[src/rtl/riscv_pkg.sv]
// Shared RISC-V constants for the fetch stage: opcode values, the canonical NOP,
// instruction field bit positions and the fetch FSM state encoding.
package riscv_pkg;

  localparam logic [6:0] OP_R      = 7'b0110011;
  localparam logic [6:0] OP_I      = 7'b0010011;
  localparam logic [6:0] OP_LOAD   = 7'b0000011;
  localparam logic [6:0] OP_STORE  = 7'b0100011;
  localparam logic [6:0] OP_BRANCH = 7'b1100011;
  localparam logic [6:0] OP_JAL    = 7'b1101111;
  localparam logic [6:0] OP_LUI    = 7'b0110111;
  localparam logic [6:0] OP_AUIPC  = 7'b0010111;

  localparam logic [31:0] INSTR_NOP = 32'h0000_0013;

  localparam int OPCODE_LSB = 0;
  localparam int OPCODE_MSB = 6;
  localparam int RD_LSB     = 7;
  localparam int RD_MSB     = 11;
  localparam int FUNCT3_LSB = 12;
  localparam int FUNCT3_MSB = 14;
  localparam int RS1_LSB    = 15;
  localparam int RS1_MSB    = 19;
  localparam int RS2_LSB    = 20;
  localparam int RS2_MSB    = 24;
  localparam int FUNCT7_LSB = 25;
  localparam int FUNCT7_MSB = 31;

  typedef enum logic [1:0] {
    FETCH_IDLE = 2'd0,
    FETCH_REQ  = 2'd1,
    FETCH_WAIT = 2'd2
  } fetch_state_e;

endpackage

[src/rtl/instr_fetch_unit_if.sv]
// Instruction-memory request/response bus: the fetch unit is the master, memory the slave.
interface instr_fetch_unit_if #(parameter int XLEN = 32);
  logic            imem_req;
  logic [XLEN-1:0] imem_addr;
  logic            imem_gnt;
  logic            imem_rvalid;
  logic [31:0]     imem_rdata;

  modport master (output imem_req, imem_addr, input imem_gnt, imem_rvalid, imem_rdata);
  modport slave  (input imem_req, imem_addr, output imem_gnt, imem_rvalid, imem_rdata);
endinterface

[src/rtl/instr_fetch_unit_fifo.sv]
// Fetch buffer of {pc, instruction} pairs; the head entry is read combinationally so a
// pushed word is visible to decode on the cycle after the push.
module fetch_fifo #(
  parameter int  XLEN  = 32,
  parameter int  DEPTH = 2,
  localparam int AW    = $clog2(DEPTH),
  localparam int CW    = $clog2(DEPTH + 1)
) (
  input  logic            clk,
  input  logic            rst,
  input  logic            push,
  input  logic            pop,
  input  logic            flush,
  input  logic [XLEN-1:0] push_pc,
  input  logic [31:0]     push_instr,
  output logic [XLEN-1:0] head_pc,
  output logic [31:0]     head_instr,
  output logic [CW-1:0]   count
);

  logic [XLEN-1:0] pc_mem    [DEPTH];
  logic [31:0]     instr_mem [DEPTH];

  logic [AW-1:0] wr_ptr_q, wr_ptr_d;
  logic [AW-1:0] rd_ptr_q, rd_ptr_d;
  logic [CW-1:0] count_q, count_d;

  always_comb begin
    wr_ptr_d = wr_ptr_q;
    rd_ptr_d = rd_ptr_q;
    count_d  = count_q;
    if (flush) begin
      wr_ptr_d = '0;
      rd_ptr_d = '0;
      count_d  = '0;
    end else begin
      if (push) wr_ptr_d = wr_ptr_q + AW'(1);
      if (pop)  rd_ptr_d = rd_ptr_q + AW'(1);
      if (push && !pop)      count_d = count_q + CW'(1);
      else if (pop && !push) count_d = count_q - CW'(1);
    end
  end

  always_ff @(posedge clk or negedge rst) begin
    if (!rst) begin
      wr_ptr_q <= '0;
      rd_ptr_q <= '0;
      count_q  <= '0;
    end else begin
      wr_ptr_q <= wr_ptr_d;
      rd_ptr_q <= rd_ptr_d;
      count_q  <= count_d;
    end
  end

  // NOTE: storage has no reset; the count alone defines which entries are meaningful,
  // so the array maps onto plain RAM/register cells without a reset network.
  always_ff @(posedge clk) begin
    if (push && !flush) begin
      pc_mem[wr_ptr_q]    <= push_pc;
      instr_mem[wr_ptr_q] <= push_instr;
    end
  end

  assign head_pc    = pc_mem[rd_ptr_q];
  assign head_instr = instr_mem[rd_ptr_q];
  assign count      = count_q;

endmodule

[src/rtl/instr_fetch_unit.sv]
// Instruction fetch stage: PC, single-outstanding memory fetch FSM with epoch tagging so
// redirects discard stale responses, a small fetch buffer and decode field slicing.
module instr_fetch_unit
  import riscv_pkg::*;
#(
  parameter int              XLEN       = 32,
  parameter logic [XLEN-1:0] RESET_PC   = '0,
  parameter int              FIFO_DEPTH = 2
) (
  input  logic                clk,
  input  logic                rst,
  instr_fetch_unit_if.master  imem,
  input  logic                redirect,
  input  logic [XLEN-1:0]     redirect_pc,
  input  logic                id_ready,
  output logic                if_valid,
  output logic [XLEN-1:0]     if_pc,
  output logic [31:0]         instr,
  output logic [6:0]          opcode,
  output logic [2:0]          funct3,
  output logic [6:0]          funct7,
  output logic [4:0]          in_shamt,
  output logic [4:0]          rs1,
  output logic [4:0]          rs2,
  output logic [4:0]          rd
);

  localparam int CW = $clog2(FIFO_DEPTH + 1);

  fetch_state_e    state_q, state_d;
  logic [XLEN-1:0] pc_q, pc_d;
  logic            epoch_q, epoch_d;
  logic            tag_q, tag_d;
  logic            outstanding_q, outstanding_d;

  logic            fetch_req;
  logic            fifo_push;
  logic            fifo_pop;
  logic            credit_ok;
  logic [CW-1:0]   fifo_count;
  logic [XLEN-1:0] head_pc;
  logic [31:0]     head_instr;

  // A request is only issued when a slot is guaranteed for its response.
  assign credit_ok = (int'(fifo_count) + int'(outstanding_q)) < FIFO_DEPTH;

  // NOTE: every signal assigned here gets a default first, so no path leaves it
  // unassigned and no latch is inferred.
  always_comb begin
    state_d       = state_q;
    pc_d          = pc_q;
    epoch_d       = epoch_q;
    tag_d         = tag_q;
    outstanding_d = outstanding_q;
    fetch_req     = 1'b0;
    fifo_push     = 1'b0;

    unique case (state_q)
      FETCH_IDLE: state_d = FETCH_REQ;
      FETCH_REQ: begin
        fetch_req = credit_ok && !redirect;
        if (fetch_req && imem.imem_gnt) begin
          pc_d          = pc_q + XLEN'(4);
          outstanding_d = 1'b1;
          tag_d         = epoch_q;
          state_d       = FETCH_WAIT;
        end
      end
      FETCH_WAIT: begin
        if (imem.imem_rvalid) begin
          outstanding_d = 1'b0;
          fifo_push     = (tag_q == epoch_q) && !redirect;
          state_d       = FETCH_REQ;
        end
      end
      default: state_d = FETCH_IDLE;
    endcase

    // A response still in flight keeps the FSM in WAIT; the epoch flip marks it stale.
    if (redirect) begin
      pc_d    = redirect_pc & ~XLEN'(3);
      epoch_d = ~epoch_q;
    end
  end

  // NOTE: state flops use non-blocking assignments so every flop samples the
  // pre-edge values, independent of statement order.
  always_ff @(posedge clk or negedge rst) begin
    if (!rst) begin
      state_q       <= FETCH_IDLE;
      pc_q          <= RESET_PC;
      epoch_q       <= 1'b0;
      tag_q         <= 1'b0;
      outstanding_q <= 1'b0;
    end else begin
      state_q       <= state_d;
      pc_q          <= pc_d;
      epoch_q       <= epoch_d;
      tag_q         <= tag_d;
      outstanding_q <= outstanding_d;
    end
  end

  assign fifo_pop = if_valid && id_ready && !redirect;

  fetch_fifo #(
    .XLEN  (XLEN),
    .DEPTH (FIFO_DEPTH)
  ) u_fifo (
    .clk        (clk),
    .rst        (rst),
    .push       (fifo_push),
    .pop        (fifo_pop),
    .flush      (redirect),
    .push_pc    (pc_q - XLEN'(4)),
    .push_instr (imem.imem_rdata),
    .head_pc    (head_pc),
    .head_instr (head_instr),
    .count      (fifo_count)
  );

  assign imem.imem_req  = fetch_req;
  assign imem.imem_addr = pc_q;

  assign if_valid = (fifo_count != '0);
  assign if_pc    = if_valid ? head_pc : '0;
  assign instr    = if_valid ? head_instr : INSTR_NOP;

  assign opcode   = instr[OPCODE_MSB:OPCODE_LSB];
  assign rd       = instr[RD_MSB:RD_LSB];
  assign funct3   = instr[FUNCT3_MSB:FUNCT3_LSB];
  assign rs1      = instr[RS1_MSB:RS1_LSB];
  assign rs2      = instr[RS2_MSB:RS2_LSB];
  assign in_shamt = instr[RS2_MSB:RS2_LSB];
  assign funct7   = instr[FUNCT7_MSB:FUNCT7_LSB];

endmodule

[src/flat_wrapper.sv]
// flat-port wrapper written by rule: the top's interface ports become plain ports
module instr_fetch_unit_flat import riscv_pkg::*;
#(
  parameter int              XLEN       = 32,
  parameter logic [XLEN-1:0] RESET_PC   = '0,
  parameter int              FIFO_DEPTH = 2
)
  (clk, rst, redirect, redirect_pc, id_ready, if_valid, if_pc, instr, opcode, funct3, funct7, in_shamt, rs1, rs2, rd, imem_imem_req, imem_imem_addr, imem_imem_gnt, imem_imem_rvalid, imem_imem_rdata);
  instr_fetch_unit_if #(.XLEN(XLEN)) imem_i ();
  input  logic clk;
  input  logic rst;
  input  logic redirect;
  input  logic [XLEN-1:0] redirect_pc;
  input  logic id_ready;
  output logic if_valid;
  output logic [XLEN-1:0] if_pc;
  output logic [31:0] instr;
  output logic [6:0] opcode;
  output logic [2:0] funct3;
  output logic [6:0] funct7;
  output logic [4:0] in_shamt;
  output logic [4:0] rs1;
  output logic [4:0] rs2;
  output logic [4:0] rd;
  output wire logic [$bits(imem_i.imem_req)-1:0] imem_imem_req;
  output wire logic [$bits(imem_i.imem_addr)-1:0] imem_imem_addr;
  input wire logic [$bits(imem_i.imem_gnt)-1:0] imem_imem_gnt;
  input wire logic [$bits(imem_i.imem_rvalid)-1:0] imem_imem_rvalid;
  input wire logic [$bits(imem_i.imem_rdata)-1:0] imem_imem_rdata;
  assign imem_imem_req = imem_i.imem_req;
  assign imem_imem_addr = imem_i.imem_addr;
  assign imem_i.imem_gnt = imem_imem_gnt;
  assign imem_i.imem_rvalid = imem_imem_rvalid;
  assign imem_i.imem_rdata = imem_imem_rdata;
  instr_fetch_unit #(.XLEN(XLEN), .RESET_PC(RESET_PC), .FIFO_DEPTH(FIFO_DEPTH)) u_core (.clk(clk), .rst(rst), .imem(imem_i), .redirect(redirect), .redirect_pc(redirect_pc), .id_ready(id_ready), .if_valid(if_valid), .if_pc(if_pc), .instr(instr), .opcode(opcode), .funct3(funct3), .funct7(funct7), .in_shamt(in_shamt), .rs1(rs1), .rs2(rs2), .rd(rd));
endmodule
[config.mk]
export PLATFORM = sky130hd
export DESIGN_NAME = instr_fetch_unit_flat
export DESIGN_NICKNAME = d
export VERILOG_FILES = /design/src/rtl/riscv_pkg.sv /design/src/rtl/instr_fetch_unit_if.sv /design/src/rtl/instr_fetch_unit_fifo.sv /design/src/rtl/instr_fetch_unit.sv /design/src/flat_wrapper.sv
export SDC_FILE = /design/constraint.sdc
export NUM_CORES = 1
export LEC_CHECK = 0
export ABC_CLOCK_PERIOD_IN_PS = 11310
export CAP_MARGIN = 20
export CORE_MARGIN = 5
export CORE_UTILIZATION = 45
export DETAILED_ROUTE_END_ITERATION = 7
export GPL_TIMING_DRIVEN = 0
export PLACE_DENSITY_LB_ADDON = 0.12
export SLEW_MARGIN = 10
export SYNTH_ARGS = -nofsm -noshare
export SYNTH_HDL_FRONTEND = slang
export SYNTH_SLANG_ARGS = --single-unit
[constraint.sdc]
create_clock -name clk -period 11.31 [get_ports clk]
set_clock_uncertainty 0.15 [all_clocks]
set_input_delay 1.6965 -clock clk [delete_from_list [all_inputs] [get_ports clk]]
set_output_delay 1.6965 -clock clk [all_outputs]
set_load 0.005 [all_outputs]
# Yosys cells after proc, flatten, opt, wreduce, memory -nomap -nowiden
# Memory sizes are Yosys's and may differ from the RTL's.
# Index checks and enable logic that the tools add are counted.
totals:
  reg_bits: 41
  ram_bits: 128
  in_bits: 70
  output_inout_bits: 135
  word_cells: 70
  n_memories: 2
mem_list:
  columns: ["name", "words", "word_bits", "rd", "rd_ports_with_merged_regs", "write_ports", "line_no", "rtl"]
  rows:
  - ["u_core.u_fifo.instr_mem", 2, 32, 1, 0, 1, "instr_fetch_unit_fifo.sv:22", "logic [31:0] instr_mem [DEPTH];"]
  - ["u_core.u_fifo.pc_mem", 2, 32, 1, 0, 1, "instr_fetch_unit_fifo.sv:21", "logic [XLEN-1:0] pc_mem [DEPTH];"]
classes:
  addsub: 7
  order_cmp: 1
  n_eq_ne: 5
  n_mux: 23
  bitwise_logic: 1
  n_reduce_logical: 23
ops:
  columns: ["op", "n"]
  rows:
  - ["32-bit 2-to-1 mux", 5]
  - ["32-bit by 3-bit adder with 32-bit output (second input constant)", 1]
  - ["32-bit by 3-bit less-than comparator with 1-bit output (second input constant)", 1]
  - ["32-bit by 3-bit subtractor with 32-bit output (second input constant)", 1]
  - ["2-bit nonzero test", 6]
  - ["1-bit 2-to-1 mux", 11]
  - ["2-bit 2-to-1 mux", 5]
  - ["1-bit logical AND", 8]
  - ["2-bit one-hot mux with 3 select lines", 1]
  - ["2-bit AND reduction", 3]
  - ["2-bit by 1-bit adder with 3-bit output", 1]
  - ["1-bit logical NOT", 3]
  - ["3-bit AND reduction", 1]
  - ["3-bit nonzero test", 1]
  - ["1-bit adder (second input constant)", 2]
  - ["2-bit by 1-bit adder with 2-bit output (second input constant)", 1]
  - ["2-bit by 1-bit equality test with 1-bit output (second input constant)", 1]
  - ["2-bit equality test (second input constant)", 1]
  - ["2-bit logical NOT", 1]
  - ["2-bit by 1-bit != test with 1-bit output (second input constant)", 1]
  - ["2-bit != test (second input constant)", 1]
  - ["1-bit one-hot mux with 2 select lines", 1]
  - ["2-bit by 1-bit subtractor with 2-bit output (second input constant)", 1]
  - ["1-bit equality test", 1]
  - ["1-bit inverter", 1]

# Depth between registers and ports, before layout
# Gate-level depths: netlist of run 1.
depth:
  ltp_word: 9
  ltp_mapped: 8
  depth_no_buf: 7

# Modules after synthesis
# Synthesis of run 1 repeated with hierarchy kept, for this count alone.
unflattened:
  hier_cells: 660
  area_unflattened_um2: 8399.3
by_module_without_submodules:
  columns: ["module", "n_inst", "cells_per_inst", "area_per_inst_um2", "seq_area_each_um2"]
  rows:
  - ["fetch_fifo", 1, 218, 5028.6, 3943.8]
  - ["instr_fetch_unit", 1, 442, 3370.7, 875.8]

# Worst setup path after synthesis of run 1
# OpenSTA, ideal clock, no wires.
synth_timing:
  path_type: "input -> register"
  from: "input redirect"
  to: "memory u_core.u_fifo.instr_mem[0][0] (enable)"
  setup_ns: 0.482
  t_arrival_ns: 5.176
  t_required_ns: 10.678
  setup_slack_ns: 5.502
  stages: 4
  path_buffers: 2
  cell_sequence: "clkbuf_1 or4_1 clkbuf_1 nor2_1"
synth_between:
  elab_chain_cells: 7
synth_rtl:
  columns: ["item", "line_no", "rtl"]
  rows:
  - ["start, declared", "flat_wrapper.sv:12", "input logic redirect;"]
  - ["1-bit logical NOT *", "instr_fetch_unit_fifo.sv:59, instr_fetch_unit.sv:72", null]
  - ["1-bit logical AND", "instr_fetch_unit.sv:72", "fifo_push = (tag_q == epoch_q) && !redirect;"]
  - ["1-bit 2-to-1 mux", "instr_fetch_unit.sv:70", "if (imem.imem_rvalid) begin"]
  - ["1-bit 2-to-1 mux", "instr_fetch_unit.sv:58", "unique case (state_q)"]
  - ["1-bit logical AND *", "instr_fetch_unit_fifo.sv:59", "if (push && !flush) begin"]
  - ["1-bit 2-to-1 mux *", "instr_fetch_unit_fifo.sv:59", null]
  - ["1-bit 2-to-1 mux (implied by the code) *", "instr_fetch_unit_fifo.sv:61", "instr_mem[wr_ptr_q] <= push_instr;"]
  - ["end, declared", "instr_fetch_unit_fifo.sv:22", null]
# Mark *: on every way between the ends. The rest lies on a longest branch, timed or not.

# Worst setup path in the final report of run 1
layout_timing:
  from: "register u_core.u_fifo.count_q[1], in the netlist u_core.u_fifo.count[1]"
  to: "output if_pc[22]"
layout_between:
  elab_chain_cells: 2
layout_rtl:
  columns: ["item", "line_no", "rtl"]
  rows:
  - ["start, declared", "instr_fetch_unit_fifo.sv:26", "logic [CW-1:0] count_q, count_d;"]
  - ["start signal, assigned", "instr_fetch_unit_fifo.sv:52", "count_q <= count_d;"]
  - ["2-bit nonzero test", "instr_fetch_unit.sv:125", "assign if_valid = (fifo_count != '0);"]
  - ["32-bit 2-to-1 mux", "instr_fetch_unit.sv:126", "assign if_pc = if_valid ? head_pc : '0;"]
  - ["end, declared", "flat_wrapper.sv:16", "output logic [XLEN-1:0] if_pc;"]
# Every way passes these cells.

==> results of run 1 <==
flip-flops by register name, summed over array words and instances, names as in the netlist:
register	cells
u_core.u_fifo.rd_ptr_q	1
u_core.u_fifo.pc_mem	60
u_core.u_fifo.instr_mem	64
u_core.u_fifo.count	2
u_core.u_fifo.wr_ptr_q	1
u_core.state_q	2
u_core.epoch_q	1
u_core.tag_q	1
u_core.imem.imem_addr	30
u_core.outstanding_q	1
stage by stage:
stage,area (µm²),hold WS [ns],utilization [%],cells,total power [mW]
finish,10900,0.372,63.1,1119,1.44
CTS,10900,0.378,63.1,1119,1.45
detailed placement,10300,0.366,59.6,1087,0.876
global route,10900,0.411,63.1,1119,1.50
global placement,10200,0.335,58.9,1082,0.869
floorplan,7940,0.315,-,660,0.786
routing by layer:
layer | vias up | part of all wire [%]
met4 | 0 | 2.0
met5 | - | 0
met3 | 39 | 6.9
met1 | 2827 | 43
li1 | 2779 | -
met2 | 262 | 49
worst reg2reg max path, stage by stage (launching register included):
cell and delay, ns:
sky130_fd_sc_hd__dfrtp_1 0.48, sky130_fd_sc_hd__inv_1 0.18, sky130_fd_sc_hd__ha_1 0.21, sky130_fd_sc_hd__nor3b_1 0.37, sky130_fd_sc_hd__nand3_1 0.46, sky130_fd_sc_hd__nor3_4 0.37, sky130_fd_sc_hd__nand3_1 0.13, sky130_fd_sc_hd__xnor2_1 0.17
placed cells by master (no fill, tap or decap), types with 11 or more instances in the layout:
cell and n:
sky130_fd_sc_hd__o21ai_0 17, sky130_fd_sc_hd__clkbuf_1 25, sky130_fd_sc_hd__xor2_1 27, sky130_fd_sc_hd__nand4_1 16
sky130_fd_sc_hd__o311ai_0 12, sky130_fd_sc_hd__clkbuf_16 17, sky130_fd_sc_hd__buf_4 42, sky130_fd_sc_hd__nand3_1 23
sky130_fd_sc_hd__dfrtp_1 39, sky130_fd_sc_hd__clkdlybuf4s50_1 196, sky130_fd_sc_hd__mux2i_1 63, sky130_fd_sc_hd__nand2_1 57
sky130_fd_sc_hd__edfxtp_1 124, sky130_fd_sc_hd__inv_1 11, sky130_fd_sc_hd__nor2_1 87
area by class of cell:
type                    instances  area, µm²
inverters                      11       41.3
clock buffers                  22        474
multi-input cells             404       2670
fillers                      1345       6380
plain buffers                  82        542
well taps                     225        282
clock inverters                10        121
repair buffers                202       2080
flip-flops and latches        163       4700
power by group:
part,internal [mW],switching (mW)
clock network,0.345,0.231
logic,0.0850,0.0832
registers,0.671,0.0268
total,1.10,0.341
worst paths after layout:
path,from,endpoint,slack [ns],cells past startpoint
worst max-delay path,u_core.u_fifo.count[1]$_DFFE_PN0P_,if_pc[22],6.33,6
worst min-delay path,u_core.tag_q$_DFFE_PN0P_,u_core.tag_q$_DFFE_PN0P_,0.37,2
max in group asynchronous,rst,u_core.imem.imem_addr[13]$_DFFE_PN0P_,9.57,2
worst min register to register,u_core.tag_q$_DFFE_PN0P_,u_core.tag_q$_DFFE_PN0P_,0.37,2
min in group asynchronous,rst,u_core.imem.imem_addr[26]$_DFFE_PN0P_,0.99,1
worst max register to register,u_core.imem.imem_addr[2]$_DFFE_PN0P_,u_core.u_fifo.pc_mem[0][30]$_DFFE_PP_,8.51,7
logic make-up (layout without fill, tap and decap cells):
family | Yosys count | in the layout | synth area share (%)
and+or+nand+nor | 243 | 243 | 16.0
DFF | 163 | 163 | 59.3
buffers and inverters | 93 | 327 | 7.35
muxes | 65 | 65 | 8.24
AOI/OAI and AO/OA | 53 | 53 | 4.70
xor gates and xnor gates | 37 | 37 | 4.09
adders and majority gates | 2 | 2 | 0.316
other | 1 | 4 | 0.0473
==> qor.log, run 1 <==
INFO  logic_synthesis syn-mean-instance-area=12.1µm²
INFO  global_route   grt_util_met3=3.82%
INFO  global_route   grt_max_degree=31
INFO  detailed_routing route.vias.total=5,907
INFO  worst_setup_path crit_slowest_cell=sky130_fd_sc_hd__nor2_1
INFO  global_route   antenna_found_initial=0
INFO  place          finalWeightedCongestion=0.918
INFO  final_layout   drive_gt1_share=12.8%
INFO  sta            grt_setup_unrepaired=no
INFO  worst_setup_path path_cells=clkbuf_1 -> nor2_1 -> clkbuf_1 -> buf_1 -> nor2_1 -> clkdlybuf4s50_1
INFO  worst_setup_path worstPathMaxFanout=10
INFO  logic_synthesis yosysUniqueCellTypes=59
INFO  clocking       cts_setup_buffers=0
INFO  sta            max_slew.worst_pin.slew=0.922ns
INFO  floorplanning  effective_utilization_at_floorplan=45.8%
INFO  detailed_routing routed_wire_length_per_instance=17.5µm
INFO  clocking       reg_clk_slew_reported_paths=0.06ns
INFO  logic_synthesis synth.top_cells.by_count=sky130_fd_sc_hd__edfxtp_1 (124), sky130_fd_sc_hd__nor2_1 (89), sky130_fd_sc_hd__mux2i_1 (63), sky130_fd_sc_hd__nand2_1 (57), sky130_fd_sc_hd__buf_4 (42)
INFO  logic_synthesis synth_area=7930µm²
INFO  clocking       cts_tree=done
INFO  worst_setup_path path_class=flip-flop to output pin
INFO  logic_synthesis netlist_top_cells_area=sky130_fd_sc_hd__edfxtp_1 (47%), sky130_fd_sc_hd__dfrtp_1 (12%), sky130_fd_sc_hd__mux2i_1 (8.0%), sky130_fd_sc_hd__nor2_1 (4.2%), sky130_fd_sc_hd__buf_4 (4.0%)
INFO  floorplanning  placeableCoreArea=17,300µm²
INFO  sta            post-route-min-period=4.98ns
INFO  sta            report.final.setup_viol=0
INFO  sta            finalMaxSlewViolations=0
INFO  floorplanning  fp.dieH=143µm
INFO  place          placed_wire_length_estimate=14,600µm
INFO  sta            fin_crit_sh=44.1%
INFO  floorplanning  die_area=20,400µm²
INFO  place          port_buffers=197
INFO  sta            maxClockFrequency=201MHz
INFO  logic_synthesis syn_inst=657
INFO  logic_synthesis synth-edff-count=124
INFO  global_route   groute.usage.overall=19.1%
INFO  pwr            max-vdd-ir-drop=103µV
INFO  logic_synthesis yosys_warnings=0
INFO  final_layout   area_growth=37.7%
INFO  worst_setup_path critPathRequiredTime=9.46ns
INFO  logic_synthesis yosysTopAreaCellShare=47.0%
INFO  pwr            leakagePower=3.87nW
INFO  detailed_routing remaining_drc_errors=0
INFO  clocking       cts_root_buffer=sky130_fd_sc_hd__clkbuf_16
INFO  clocking       clock_latency_on_the_worst_skew_pair=0.42ns
INFO  clocking       cts_resized=0
INFO  global_route   grt_pass1_vias=6,022
INFO  global_route   grt_most_used_layer=met2
INFO  hold_path      min_path_type=flip-flop to flip-flop
INFO  status         status=finished, final reports clean
INFO  worst_setup_path worst-path-buf-inv=4
INFO  logic_synthesis netlist.top_cell.by_area=sky130_fd_sc_hd__edfxtp_1
INFO  logic_synthesis synth_most_common_cell=sky130_fd_sc_hd__edfxtp_1
INFO  worst_setup_path timing.critical_path.arrival=3.14ns
INFO  sta            report.final.hold_viol_count=0
INFO  worst_setup_path critPathTopFamily=buffers and inverters
INFO  logic_synthesis postSynth.asyncResetShare=23.9%
INFO  global_route   grtUsageMet2=31.5%
INFO  clocking       cts-root-to-sink-buffers=2
INFO  global_route   grt_first_pass_wirelength=30,600µm
INFO  worst_setup_path critical_path.max_stage_delay=0.75ns
INFO  sta            worst_slack=6.33ns
INFO  sta            fin_tns_setup=0ns
INFO  final_layout   num-nets-final=953
INFO  job            max_capacitance_violation_count=0
INFO  logic_synthesis synth_seq_cells=163
INFO  detailed_routing drt_antenna_net_count=0
INFO  floorplanning  num_rows=48
INFO  place          worst_slack_after_detailed_placement=6.39ns
INFO  clocking       numClockSinks=163
INFO  logic_synthesis postSynth.topFlopCell=sky130_fd_sc_hd__edfxtp_1
INFO  clocking       htree_num_levels=4
INFO  logic_synthesis seq_area_frac_synth=59.3%
INFO  detailed_routing routed_wl=19,600µm
INFO  pwr            power.density_cell_area=132nW/µm²
INFO  final_layout   antennaDiodeCount=0
INFO  detailed_routing detailed_router_iteration_count_before_antenna_repair=5
INFO  detailed_routing routed_via_count_divided_by_cell_count=5.28
INFO  floorplanning  ioPinCount=205
INFO  detailed_routing drt_iter0_markers=344
INFO  sta            max_slew_margin=38.3%
INFO  floorplanning  die_w=143µm
INFO  worst_setup_path crit_path_end_kind=output pin
INFO  global_route   grt_util_met1=24.8%
INFO  worst_setup_path worst_setup_path_start_kind=flip-flop
INFO  clocking       post_cts_hold_buffer_count=0
INFO  clocking       cts-buffers-inserted=17
INFO  global_route   globalRouteOverflowTotal=0
No activity file was read; power rests on OpenSTA's default activity.
==> run 2, diff against run 1 <==
--- a/config.mk
+++ b/config.mk
@@ -5,7 +5,7 @@
 export SDC_FILE = /design/constraint.sdc
 export NUM_CORES = 1
 export LEC_CHECK = 0
-export ABC_CLOCK_PERIOD_IN_PS = 11310
+export ABC_CLOCK_PERIOD_IN_PS = 4600
 export CAP_MARGIN = 20
 export CORE_MARGIN = 5
 export CORE_UTILIZATION = 45
==> constraint.sdc (replaced) <==
create_clock -name clk -period 4.6 [get_ports clk]
set_clock_uncertainty 0.15 [all_clocks]
set_input_delay 0.69 -clock clk [delete_from_list [all_inputs] [get_ports clk]]
set_output_delay 0.69 -clock clk [all_outputs]
set_load 0.005 [all_outputs]
==> qor.log, run 2 (synthesis results as in run 1) <==
INFO  status         status=finished, final reports clean
INFO  sta            grt_setup_unrepaired=no
INFO  global_route   grt_first_pass_wirelength=30,600µm
INFO  clocking       cts-root-to-sink-buffers=2
INFO  clocking       cts-buffers-inserted=17
INFO  final_layout   number_of_flip_flops_under_the_largest_register_name=64
INFO  worst_setup_path worst_setup_path_start_kind=flip-flop
INFO  final_layout   finish.instance_area=10,900µm²
INFO  global_route   grt_util_met3=3.82%
INFO  sta            max_slew.worst_pin.slew=0.898ns
INFO  detailed_routing routed_wl=19,600µm
INFO  pwr            power.clock.fraction=39.9%
INFO  global_route   globalRouteOverflowTotal=0
INFO  floorplanning  placeableCoreArea=17,300µm²
INFO  sta            report.final.setup_viol=0
INFO  worst_setup_path worstPathMaxFanout=10
INFO  floorplanning  ioPinCount=205
INFO  sta            max_slew_margin=39.9%
INFO  worst_setup_path timing.critical_path.arrival=3.11ns
INFO  pwr            total_switching_power=838µW
INFO  detailed_routing detailed_router_iteration_count_before_antenna_repair=5
INFO  detailed_routing drt_antenna_net_count=0
INFO  final_layout   area_growth=37.8%
INFO  global_route   grt_most_used_layer=met2
INFO  pwr            max-vdd-ir-drop=252µV
INFO  detailed_routing drt_iter0_markers=338
INFO  pwr            leakagePower=3.88nW
INFO  place          finalWeightedCongestion=0.918
INFO  final_layout   largest-register=u_core.u_fifo.instr_mem
INFO  global_route   grt_pass1_vias=6,016
INFO  global_route   grt_util_met1=24.8%
INFO  detailed_routing routed_wire_length_per_instance=17.5µm
INFO  hold_path      min_path_type=flip-flop to flip-flop
INFO  sta            finalHoldWorstSlack=0.373ns
INFO  hold_path      hold_path_depth=2
INFO  final_layout   num-nets-final=954
INFO  sta            post-route-min-period=3.95ns
INFO  sta            report.final.hold_viol_count=0
INFO  floorplanning  die_area=20,400µm²
INFO  clocking       cts_root_buffer=sky130_fd_sc_hd__clkbuf_16
INFO  global_route   groute.usage.overall=19.1%
INFO  clocking       htree_num_levels=4
INFO  final_layout   layout_commonest_cell=sky130_fd_sc_hd__clkdlybuf4s50_1
INFO  floorplanning  fp.dieH=143µm
INFO  final_layout   drive_gt1_share=12.7%
INFO  global_route   antenna_found_initial=0
INFO  floorplanning  num_rows=48
INFO  global_route   grt_max_degree=31
INFO  worst_setup_path reg2regPathDepth=7
INFO  worst_setup_path crit_path_end_kind=output pin
INFO  pwr            power.density_cell_area=325nW/µm²
INFO  sta            finalMaxSlewViolations=0
INFO  clocking       reg_clk_slew_reported_paths=0.06ns
INFO  pwr            share_of_total_power_in_sequential_cells=48.4%
INFO  final_layout   layout_common_cells=sky130_fd_sc_hd__clkdlybuf4s50_1 (196), sky130_fd_sc_hd__edfxtp_1 (124), sky130_fd_sc_hd__nor2_1 (87)
INFO  detailed_routing route.vias.total=5,910
INFO  detailed_routing remaining_drc_errors=0
INFO  clocking       clock_latency_on_the_worst_skew_pair=0.42ns
INFO  clocking       cts_tree=done
INFO  global_route   grtUsageMet2=31.5%
INFO  worst_setup_path path_class=flip-flop to output pin
INFO  floorplanning  die_w=143µm
INFO  floorplanning  effective_utilization_at_floorplan=45.8%
INFO  sta            fin_crit_sh=85.8%
INFO  place          placed_wire_length_estimate=14,600µm
INFO  final_layout   antennaDiodeCount=0
INFO  clocking       numClockSinks=163
INFO  pwr            fin_total_pwr=3.55mW
INFO  sta            maxClockFrequency=253MHz
INFO  pwr            combinationalPowerShare=11.6%
INFO  job            max_capacitance_violation_count=0
INFO  place          port_buffers=197
INFO  worst_setup_path critPathRequiredTime=3.76ns
INFO  sta            fin_tns_setup=0ns
INFO  clocking       cts_setup_buffers=0
INFO  pwr            netSwitchingFraction=23.6%
INFO  place          area_after_detailed_placement=10,300µm²
INFO  detailed_routing routed_via_count_divided_by_cell_count=5.28
INFO  pwr            p_int=2.71mW
-- run 2: changes by cell type in the layout (fill, tap and decap cells not counted) --
cell	change
sky130_fd_sc_hd__dlygate4sd3_1	+1
-- run 2: per-stage QoR --
stage / setup slack (ns) / cells / utilization, %
2_1_floorplan: -0.202 / 660 / -
3_3_place_gp: -2.06 / 1082 / 58.9
3_5_place_dp: 1.03 / 1087 / 59.6
4_1_cts: 0.543 / 1120 / 63.2
5_1_grt: 0.448 / 1120 / 63.2
6_report: 0.654 / 1120 / 63.2
-- run 2: repair_timing --
| item | in CTS | in global routing |
|---|---|---|
| hold buffers | 1 | 0 |
| setup endpoints to repair | 0 | 0 |
| resized for setup | 0 | 0 |
| endpoints found under the hold margin | 9 | 0 |
-- run 2: metal layers --
layer  vias to the layer above  part of all wire (%)
met5                         -                     0
met4                         0                   1.6
met3                        30                   7.1
met2                       273                    49
met1                      2823                    43
li1                       2784                     -
-- run 2: final cells by class --
type / count / area [µm²]
inverters: 11 / 41.3
clock inverters: 10 / 121
fillers: 1344 / 6370
flip-flops and latches: 163 / 4700
well taps: 225 / 282
clock buffers: 22 / 474
repair buffers: 203 / 2090
plain buffers: 82 / 542
multi-input cells: 404 / 2670
-- run 2: worst max-delay path, cell delays in order, from the launching register on --
cell and delay (ns):
sky130_fd_sc_hd__dfrtp_1 0.36, sky130_fd_sc_hd__clkbuf_1 0.20, sky130_fd_sc_hd__nor2_1 0.73, sky130_fd_sc_hd__clkbuf_1 0.43, sky130_fd_sc_hd__buf_1 0.39, sky130_fd_sc_hd__nor2_1 0.10
sky130_fd_sc_hd__clkdlybuf4s50_1 0.49
-- run 2: final timing paths --
check                                                      from                                     to  slack (ns)
max in group asynchronous                                   rst  u_core.imem.imem_addr[13]$_DFFE_PN0P_        3.35
max                          u_core.u_fifo.count[1]$_DFFE_PN0P_                              if_pc[22]        0.65
min reg2reg                            u_core.tag_q$_DFFE_PN0P_               u_core.tag_q$_DFFE_PN0P_        0.37
max reg2reg                u_core.imem.imem_addr[2]$_DFFE_PN0P_  u_core.u_fifo.pc_mem[0][30]$_DFFE_PP_        1.79
min in group asynchronous                                   rst  u_core.imem.imem_addr[26]$_DFFE_PN0P_        0.51
min                                    u_core.tag_q$_DFFE_PN0P_               u_core.tag_q$_DFFE_PN0P_        0.37
-- run 2: power by group through the flow --
stage	registers [mW]	logic (mW)	clock network [mW]
finish	1.72	0.413	1.42
floorplan	1.73	0.201	0
global placement	1.74	0.395	0
detailed placement	1.74	0.408	0
global route	1.72	0.446	1.51
CTS	1.72	0.413	1.45
